<file path="src/rtl/mc_control.sv">
`default_nettype none
// ============================================================================
// Module   : mc_control
// Brief    : Multicycle ARM-subset control FSM with a registered NZCV flag
//            register. Optional multiply support is enabled by CTRL_MUL_EN.
// Revision : 1.0
// ============================================================================
module mc_control #(
    parameter int         ALUCTRL_W = 3,
    parameter logic [3:0] FLAGS_RST = 4'b0000
) (
    input  logic                 clk,
    input  logic                 reset,
    input  logic [3:0]           Cond,
    input  logic [1:0]           Op,
    input  logic [5:0]           Funct,
    input  logic [3:0]           Rd,
    input  logic [3:0]           MulFn,
    input  logic [3:0]           ALUFlags,
    output logic                 PCWrite,
    output logic                 RegWrite,
    output logic                 MemWrite,
    output logic                 IRWrite,
    output logic                 AdrSrc,
    output logic [1:0]           ResultSrc,
    output logic [1:0]           ALUSrcA,
    output logic [1:0]           ALUSrcB,
    output logic [1:0]           ImmSrc,
    output logic [1:0]           RegSrc,
    output logic [ALUCTRL_W-1:0] ALUControl,
    output logic [3:0]           Flags,
    output logic [3:0]           State
);

    typedef enum logic [3:0] {
        S_FETCH  = 4'd0,
        S_DECODE = 4'd1,
        S_MEMADR = 4'd2,
        S_MEMRD  = 4'd3,
        S_MEMWB  = 4'd4,
        S_MEMWR  = 4'd5,
        S_EXECR  = 4'd6,
        S_EXECI  = 4'd7,
        S_ALUWB  = 4'd8,
        S_BRANCH = 4'd9
`ifdef CTRL_MUL_EN
        , S_MULEX = 4'd10
`endif
    } state_t;

    state_t     r_state;
    state_t     w_next;
    state_t     w_target;
    logic [3:0] r_flags;
    logic       r_condex;
    logic       w_condex;
    logic       w_condex_next;
    logic [3:0] w_cmd;
    logic [2:0] w_alu_dp;
    logic       w_exec;
    logic       w_flag_we;
    logic       w_cv_we;
    logic       w_n, w_z, w_c, w_v;

    logic       w_pcwrite, w_regwrite, w_memwrite, w_irwrite, w_adrsrc;
    logic [1:0] w_resultsrc, w_alusrca, w_alusrcb;
    logic [2:0] w_aluctl;

    assign w_cmd = Funct[4:1];
    assign {w_n, w_z, w_c, w_v} = r_flags;

`ifdef CTRL_MUL_EN
    logic w_is_mul;
    assign w_is_mul = (Op == 2'b00) && !Funct[5] && (w_cmd == 4'b0000) && (MulFn == 4'b1001);
    assign w_exec   = (r_state == S_EXECR) || (r_state == S_EXECI) || (r_state == S_MULEX);
`else
    logic w_unused_mulfn;
    assign w_unused_mulfn = ^MulFn;
    assign w_exec         = (r_state == S_EXECR) || (r_state == S_EXECI);
`endif

    always_comb begin
        w_condex = 1'b0;
        case (Cond)
            4'b0000: w_condex = w_z;
            4'b0001: w_condex = !w_z;
            4'b0010: w_condex = w_c;
            4'b0011: w_condex = !w_c;
            4'b0100: w_condex = w_n;
            4'b0101: w_condex = !w_n;
            4'b0110: w_condex = w_v;
            4'b0111: w_condex = !w_v;
            4'b1000: w_condex = w_c && !w_z;
            4'b1001: w_condex = !w_c || w_z;
            4'b1010: w_condex = (w_n == w_v);
            4'b1011: w_condex = (w_n != w_v);
            4'b1100: w_condex = !w_z && (w_n == w_v);
            4'b1101: w_condex = w_z || (w_n != w_v);
            4'b1110: w_condex = 1'b1;
            default: w_condex = 1'b0;
        endcase
    end

    always_comb begin
        w_alu_dp = 3'd0;
        case (w_cmd)
            4'b0100: w_alu_dp = 3'd0;
            4'b0010: w_alu_dp = 3'd1;
            4'b0000: w_alu_dp = 3'd2;
            4'b1100: w_alu_dp = 3'd3;
            4'b0001: w_alu_dp = 3'd4;
            default: w_alu_dp = 3'd0;
        endcase
    end

    always_comb begin
        w_next = S_FETCH;
        case (r_state)
            S_FETCH:  w_next = S_DECODE;
            S_DECODE: begin
                case (Op)
                    2'b01:   w_next = S_MEMADR;
                    2'b10:   w_next = S_BRANCH;
                    2'b00: begin
                        if (Funct[5]) begin
                            w_next = S_EXECI;
                        end else begin
                            w_next = S_EXECR;
`ifdef CTRL_MUL_EN
                            if (w_is_mul) w_next = S_MULEX;
`endif
                        end
                    end
                    default: w_next = S_FETCH;
                endcase
            end
            S_MEMADR: w_next = Funct[0] ? S_MEMRD : S_MEMWR;
            S_MEMRD:  w_next = S_MEMWB;
            S_EXECR:  w_next = S_ALUWB;
            S_EXECI:  w_next = S_ALUWB;
`ifdef CTRL_MUL_EN
            S_MULEX:  w_next = S_ALUWB;
`endif
            default:  w_next = S_FETCH;
        endcase
    end

    // Outputs are registered, so they are decoded from the state being entered
    // together with the condition result that state will see.
    assign w_target      = reset ? S_FETCH : w_next;
    assign w_condex_next = reset ? 1'b0 : ((r_state == S_DECODE) ? w_condex : r_condex);

    always_comb begin
        w_pcwrite   = 1'b0;
        w_regwrite  = 1'b0;
        w_memwrite  = 1'b0;
        w_irwrite   = 1'b0;
        w_adrsrc    = 1'b0;
        w_resultsrc = 2'b00;
        w_alusrca   = 2'b00;
        w_alusrcb   = 2'b00;
        w_aluctl    = 3'd0;
        case (w_target)
            S_FETCH: begin
                w_irwrite   = 1'b1;
                w_pcwrite   = 1'b1;
                w_alusrca   = 2'b01;
                w_alusrcb   = 2'b10;
                w_resultsrc = 2'b10;
            end
            S_DECODE: begin
                w_alusrca   = 2'b01;
                w_alusrcb   = 2'b10;
                w_resultsrc = 2'b10;
            end
            S_MEMADR: w_alusrcb = 2'b01;
            S_MEMRD:  w_adrsrc  = 1'b1;
            S_MEMWB: begin
                w_resultsrc = 2'b01;
                w_regwrite  = w_condex_next;
                w_pcwrite   = w_condex_next && (Rd == 4'hF);
            end
            S_MEMWR: begin
                w_adrsrc   = 1'b1;
                w_memwrite = w_condex_next;
            end
            S_EXECR: w_aluctl = w_alu_dp;
            S_EXECI: begin
                w_alusrcb = 2'b01;
                w_aluctl  = w_alu_dp;
            end
`ifdef CTRL_MUL_EN
            S_MULEX: w_aluctl = 3'd5;
`endif
            S_ALUWB: begin
                w_regwrite = w_condex_next;
                w_pcwrite  = w_condex_next && (Rd == 4'hF);
            end
            S_BRANCH: begin
                w_alusrcb   = 2'b01;
                w_resultsrc = 2'b10;
                w_pcwrite   = w_condex_next;
            end
            default: ;
        endcase
    end

    // C and V only carry meaning for ADD/SUB; other ops leave them untouched.
    assign w_flag_we = w_exec && Funct[0] && r_condex;
    assign w_cv_we   = w_flag_we && ((w_cmd == 4'b0100) || (w_cmd == 4'b0010));

    always_ff @(posedge clk) begin
        r_state    <= w_target;
        r_condex   <= w_condex_next;
        PCWrite    <= w_pcwrite;
        RegWrite   <= w_regwrite;
        MemWrite   <= w_memwrite;
        IRWrite    <= w_irwrite;
        AdrSrc     <= w_adrsrc;
        ResultSrc  <= w_resultsrc;
        ALUSrcA    <= w_alusrca;
        ALUSrcB    <= w_alusrcb;
        ALUControl <= ALUCTRL_W'(w_aluctl);
        if (reset) begin
            r_flags <= FLAGS_RST;
        end else begin
            if (w_flag_we) r_flags[3:2] <= ALUFlags[3:2];
            if (w_cv_we)   r_flags[1:0] <= ALUFlags[1:0];
        end
    end

    assign Flags  = r_flags;
    assign State  = r_state;
    assign ImmSrc = Op;
    assign RegSrc = {(Op == 2'b01), (Op == 2'b10)};

endmodule
`default_nettype wire

</file>
<file path="config.mk">
export PLATFORM = sky130hd
export DESIGN_NAME = mc_control
export DESIGN_NICKNAME = d
export VERILOG_FILES = /design/src/rtl/mc_control.sv
export SDC_FILE = /design/constraint.sdc
export NUM_CORES = 1
export LEC_CHECK = 0
export ABC_AREA = 0
export CAP_MARGIN = 20
export CORE_ASPECT_RATIO = 0.75
export CORE_MARGIN = 2
export CORE_UTILIZATION = 37
export DETAILED_ROUTE_END_ITERATION = 7
export PLACE_DENSITY_LB_ADDON = 0.12
export SLEW_MARGIN = 20
export SYNTH_ARGS = -nofsm -noshare
export SYNTH_HDL_FRONTEND = slang
export SYNTH_SLANG_ARGS = --single-unit
</file>
<file path="constraint.sdc">
create_clock -name clk -period 1.4 [get_ports clk]
set_input_delay 0.14 -clock clk [delete_from_list [all_inputs] [get_ports clk]]
set_output_delay 0.14 -clock clk [all_outputs]
set_load 0.05 [all_outputs]
</file>
==> key figures <==
Timing
  • Fin crit period: 1.56 ns
  • Fmax achieved: 639 MHz
  • Worst setup margin: -0.165 ns
  • RSZ-0062 raised after global routing: true
  • Setup clock skew after layout: 0.00117 ns
  • Final hold vios: 0
  • Slew Limit Fails: 0
  • Final setup violation count: 7
  • Fin crit share: 112%

Routing
  • Via count: 1,262
  • Met2 wire length: 1670 microns
  • Residual DRC count: 0
  • TritonRoute pass-1 iters: 4
  • DRT antenna net count: 0
  • Vias per cell: 5.19
  • Wl on met1: 1560 microns
  • Wire per inst: 14.5 microns
  • Met3 Wirelength: 246 microns
  • Final wirelength: 3520 microns
  • Initial DRC Count: 50
  • Top layer in use: met4

Floorplanning
  • Die H: 52.5 microns
  • # IOs: 52
  • Die area: 3610 sq um
  • Die W: 68.7 microns
  • Core area: 2960 sq um
  • Initial Util: 39.3%
  • Std cell rows: 17

Logic synthesis
  • Synth async-reset ratio: 0%
  • Synth cell count leaders: 22 x dfxtp_1, 11 x nor2_1, 8 x nand2_1
  • Cell taking the most area after synthesis: dfxtp_1
  • Mapped Cells: 130
  • Post-synth top flop: dfxtp_1
  • Post-Syn Area: 1160 sq um
  • Seq cells post-synth: 22
  • Sequential-to-total area share from yosys stat: 37.9%
  • Syn_area_per_cell: 8.93 sq um
  • Post-synth EDFFs: 0
  • Yosys warns: 0
  • Top cells by area, synth: dfxtp_1 38%, mux2i_1 5.2%, nor2_1 3.6%, a21oi_1 3.0%, nor3_1 3.0%
  • Distinct cells, synth: 45
  • Post-synth top area share: 37.9%
  • Count leader, synth: dfxtp_1
  • Net Count, Synth: 156

Setup path
  • CP Launch Type: flip-flop
  • Worst Path Required: 1.56 ns
  • Crit-path leading delay family: simple AND/OR/NAND/NOR gates
  • Worst reg-to-reg setup slack: -0.16 ns
  • Max incr delay on CP: 0.41 ns
  • Worst Path Arrival: 1.73 ns
  • CP Capture Type: flip-flop
  • Slowest CP cell: or3b_4
  • Setup CP Type: flip-flop to flip-flop
  • CP bufs+invs: 0
  • CP cell instances: nand2b_4, or3b_4, a211oi_4, a21oi_2, or2_1
  • Crit path max fanout: 3

Placement
  • Place WS: -0.488 ns
  • Hpwl dp: 2570 microns
  • Inst Count DP: 236
  • IO Port Bufs: 46
  • RePlAce Congestion: 0.823

Clocking
  • H-tree levels: 1
  • Sink Count: 22
  • Clk slew on worst S/H paths: 0.08 ns
  • Hold_buf cts: 0
  • CTS Buf Count: 3
  • Root buffer cell: clkbuf_8
  • CTS tree: built
  • CTS Buffer Depth: 2
  • Clk_lat worst skew: 0.27 ns

Power and ir drop
  • Pwr per Cell Area: 807 nW/um^2
  • VDD IR max: 0.000699 V
  • P_leak: 0.959 nW

Cells and area
  • Fin cells: 243
  • Nets: 232
  • N_diodes: 0
  • Layout Utilization: 73.8%
  • Layout cell share with drive strength beyond 1: 48.3%
  • Layout area overhead: 87.9%

Global routing
  • Antenna violations before repair: 0
  • Vias in the first global route: 1,201
  • GRT Util Overall: 20.3%
  • First-pass GRT wire length: 5400 microns
  • Largest net degree at the start of global routing: 13
  • Gr ovfl total: 0

Worst hold path
  • Hold/Removal Path Class: input port to flip-flop

Job
  • Max-Cap Viols: 0

Status
  • Status: complete, but fails checks
  • Failing checks: negative setup slack
==> tightest hold or removal path, stage by stage <==
cell,delay [ns]
clkdlybuf4s50_1,0.40
mux2i_1,0.12
nor2_1,0.05
==> sequential cells by signal (all words and copies together), names as in the netlist <==
| signal | count |
|---|---|
| Flags | 4 |
| State | 4 |
| ALUControl | 3 |
| ALUSrcB | 2 |
| ResultSrc | 2 |
| ALUSrcA | 1 |
| AdrSrc | 1 |
| IRWrite | 1 |
| MemWrite | 1 |
| PCWrite | 1 |
| RegWrite | 1 |
| r_condex | 1 |
==> cell usage in the layout, fill, tap and decap left out, types with 3 or more instances in the layout <==
cell type	Yosys	layout
a21oi_1	7	6
nand2_1	8	6
nor3_1	7	5
a21o_1	3	3
buf_4	3	48
dfxtp_4	0	5
nor2_1	11	9
nand2b_1	3	3
dfxtp_1	22	14
xnor2_1	4	3
clkdlybuf4s50_1	0	17
mux2i_1	6	6
clkbuf_8	0	4
buf_12	0	12
dfxtp_2	0	3
dlygate4sd2_1	0	4
nor2b_1	4	4
o21bai_1	4	4
==> through the flow <==
step | instance area (sq um) | hold WS [ns] | TNS [ns] | power, mW
floorplan | 1240 | 0.216 | -0.822 | 0.989
global placement | 2000 | 0.500 | -3.44 | 1.24
detailed placement | 2000 | 0.514 | -3.84 | 1.25
CTS | 2080 | 0.464 | -0.340 | 1.72
global route | 2180 | 0.474 | -1.00 | 1.83
finish | 2180 | 0.463 | -0.613 | 1.76
==> routing by layer <==
metal	up-vias	global-route usage [%]
met4	0	5.67
met2	54	32.7
li1	609	-
met3	7	4.95
met5	-	0
met1	592	26.9
==> layout make-up <==
class | instances | area [sq um]
repair buffers | 83 | 832
inverters | 1 | 3.75
multi-input cells | 95 | 781
clock buffers | 4 | 55.1
fillers | 213 | 774
well taps | 38 | 47.5
flip-flops and latches | 22 | 463
==> cell families (layout without fill, tap and decap cells) <==
group | Yosys count | after routing | share of synthesized area, %
compound gates | 29 | 29 | 18.6
xor+xnor | 6 | 6 | 4.53
buf+inv | 13 | 88 | 5.93
flops | 22 | 22 | 37.9
mux | 6 | 6 | 5.17
other cells | 1 | 1 | 0.323
simple gates | 53 | 53 | 27.5
==> final timing paths <==
kind / from / end / cells after the start
worst max-delay path: State[1]$_DFF_P_ / ResultSrc[1]$_DFF_P_ / 5
worst min-delay path: ALUFlags[1] / Flags[1]$_SDFFE_PP0P_ / 3
worst min register to register: Flags[2]$_SDFFE_PP0P_ / Flags[2]$_SDFFE_PP0P_ / 2
worst max register to register: State[1]$_DFF_P_ / ResultSrc[1]$_DFF_P_ / 5
==> report_power, final <==
group | total (mW) | leakage (nW) | switching (mW) | internal (mW)
Sequential | 0.675 | 0.185 | 0.0199 | 0.655
Combinational | 0.625 | 0.745 | 0.329 | 0.296
Clock | 0.462 | 0.0288 | 0.210 | 0.251
==> what timing repair did <==
action / in CTS / in global routing
buffers inserted: 2 / 2
pin swaps: 3 / 11
setup endpoints to repair: 7 / 10
gates resized for setup: 9 / 19
gates cloned: 0 / 0
Note: power is estimated with default switching activity, not from simulation.
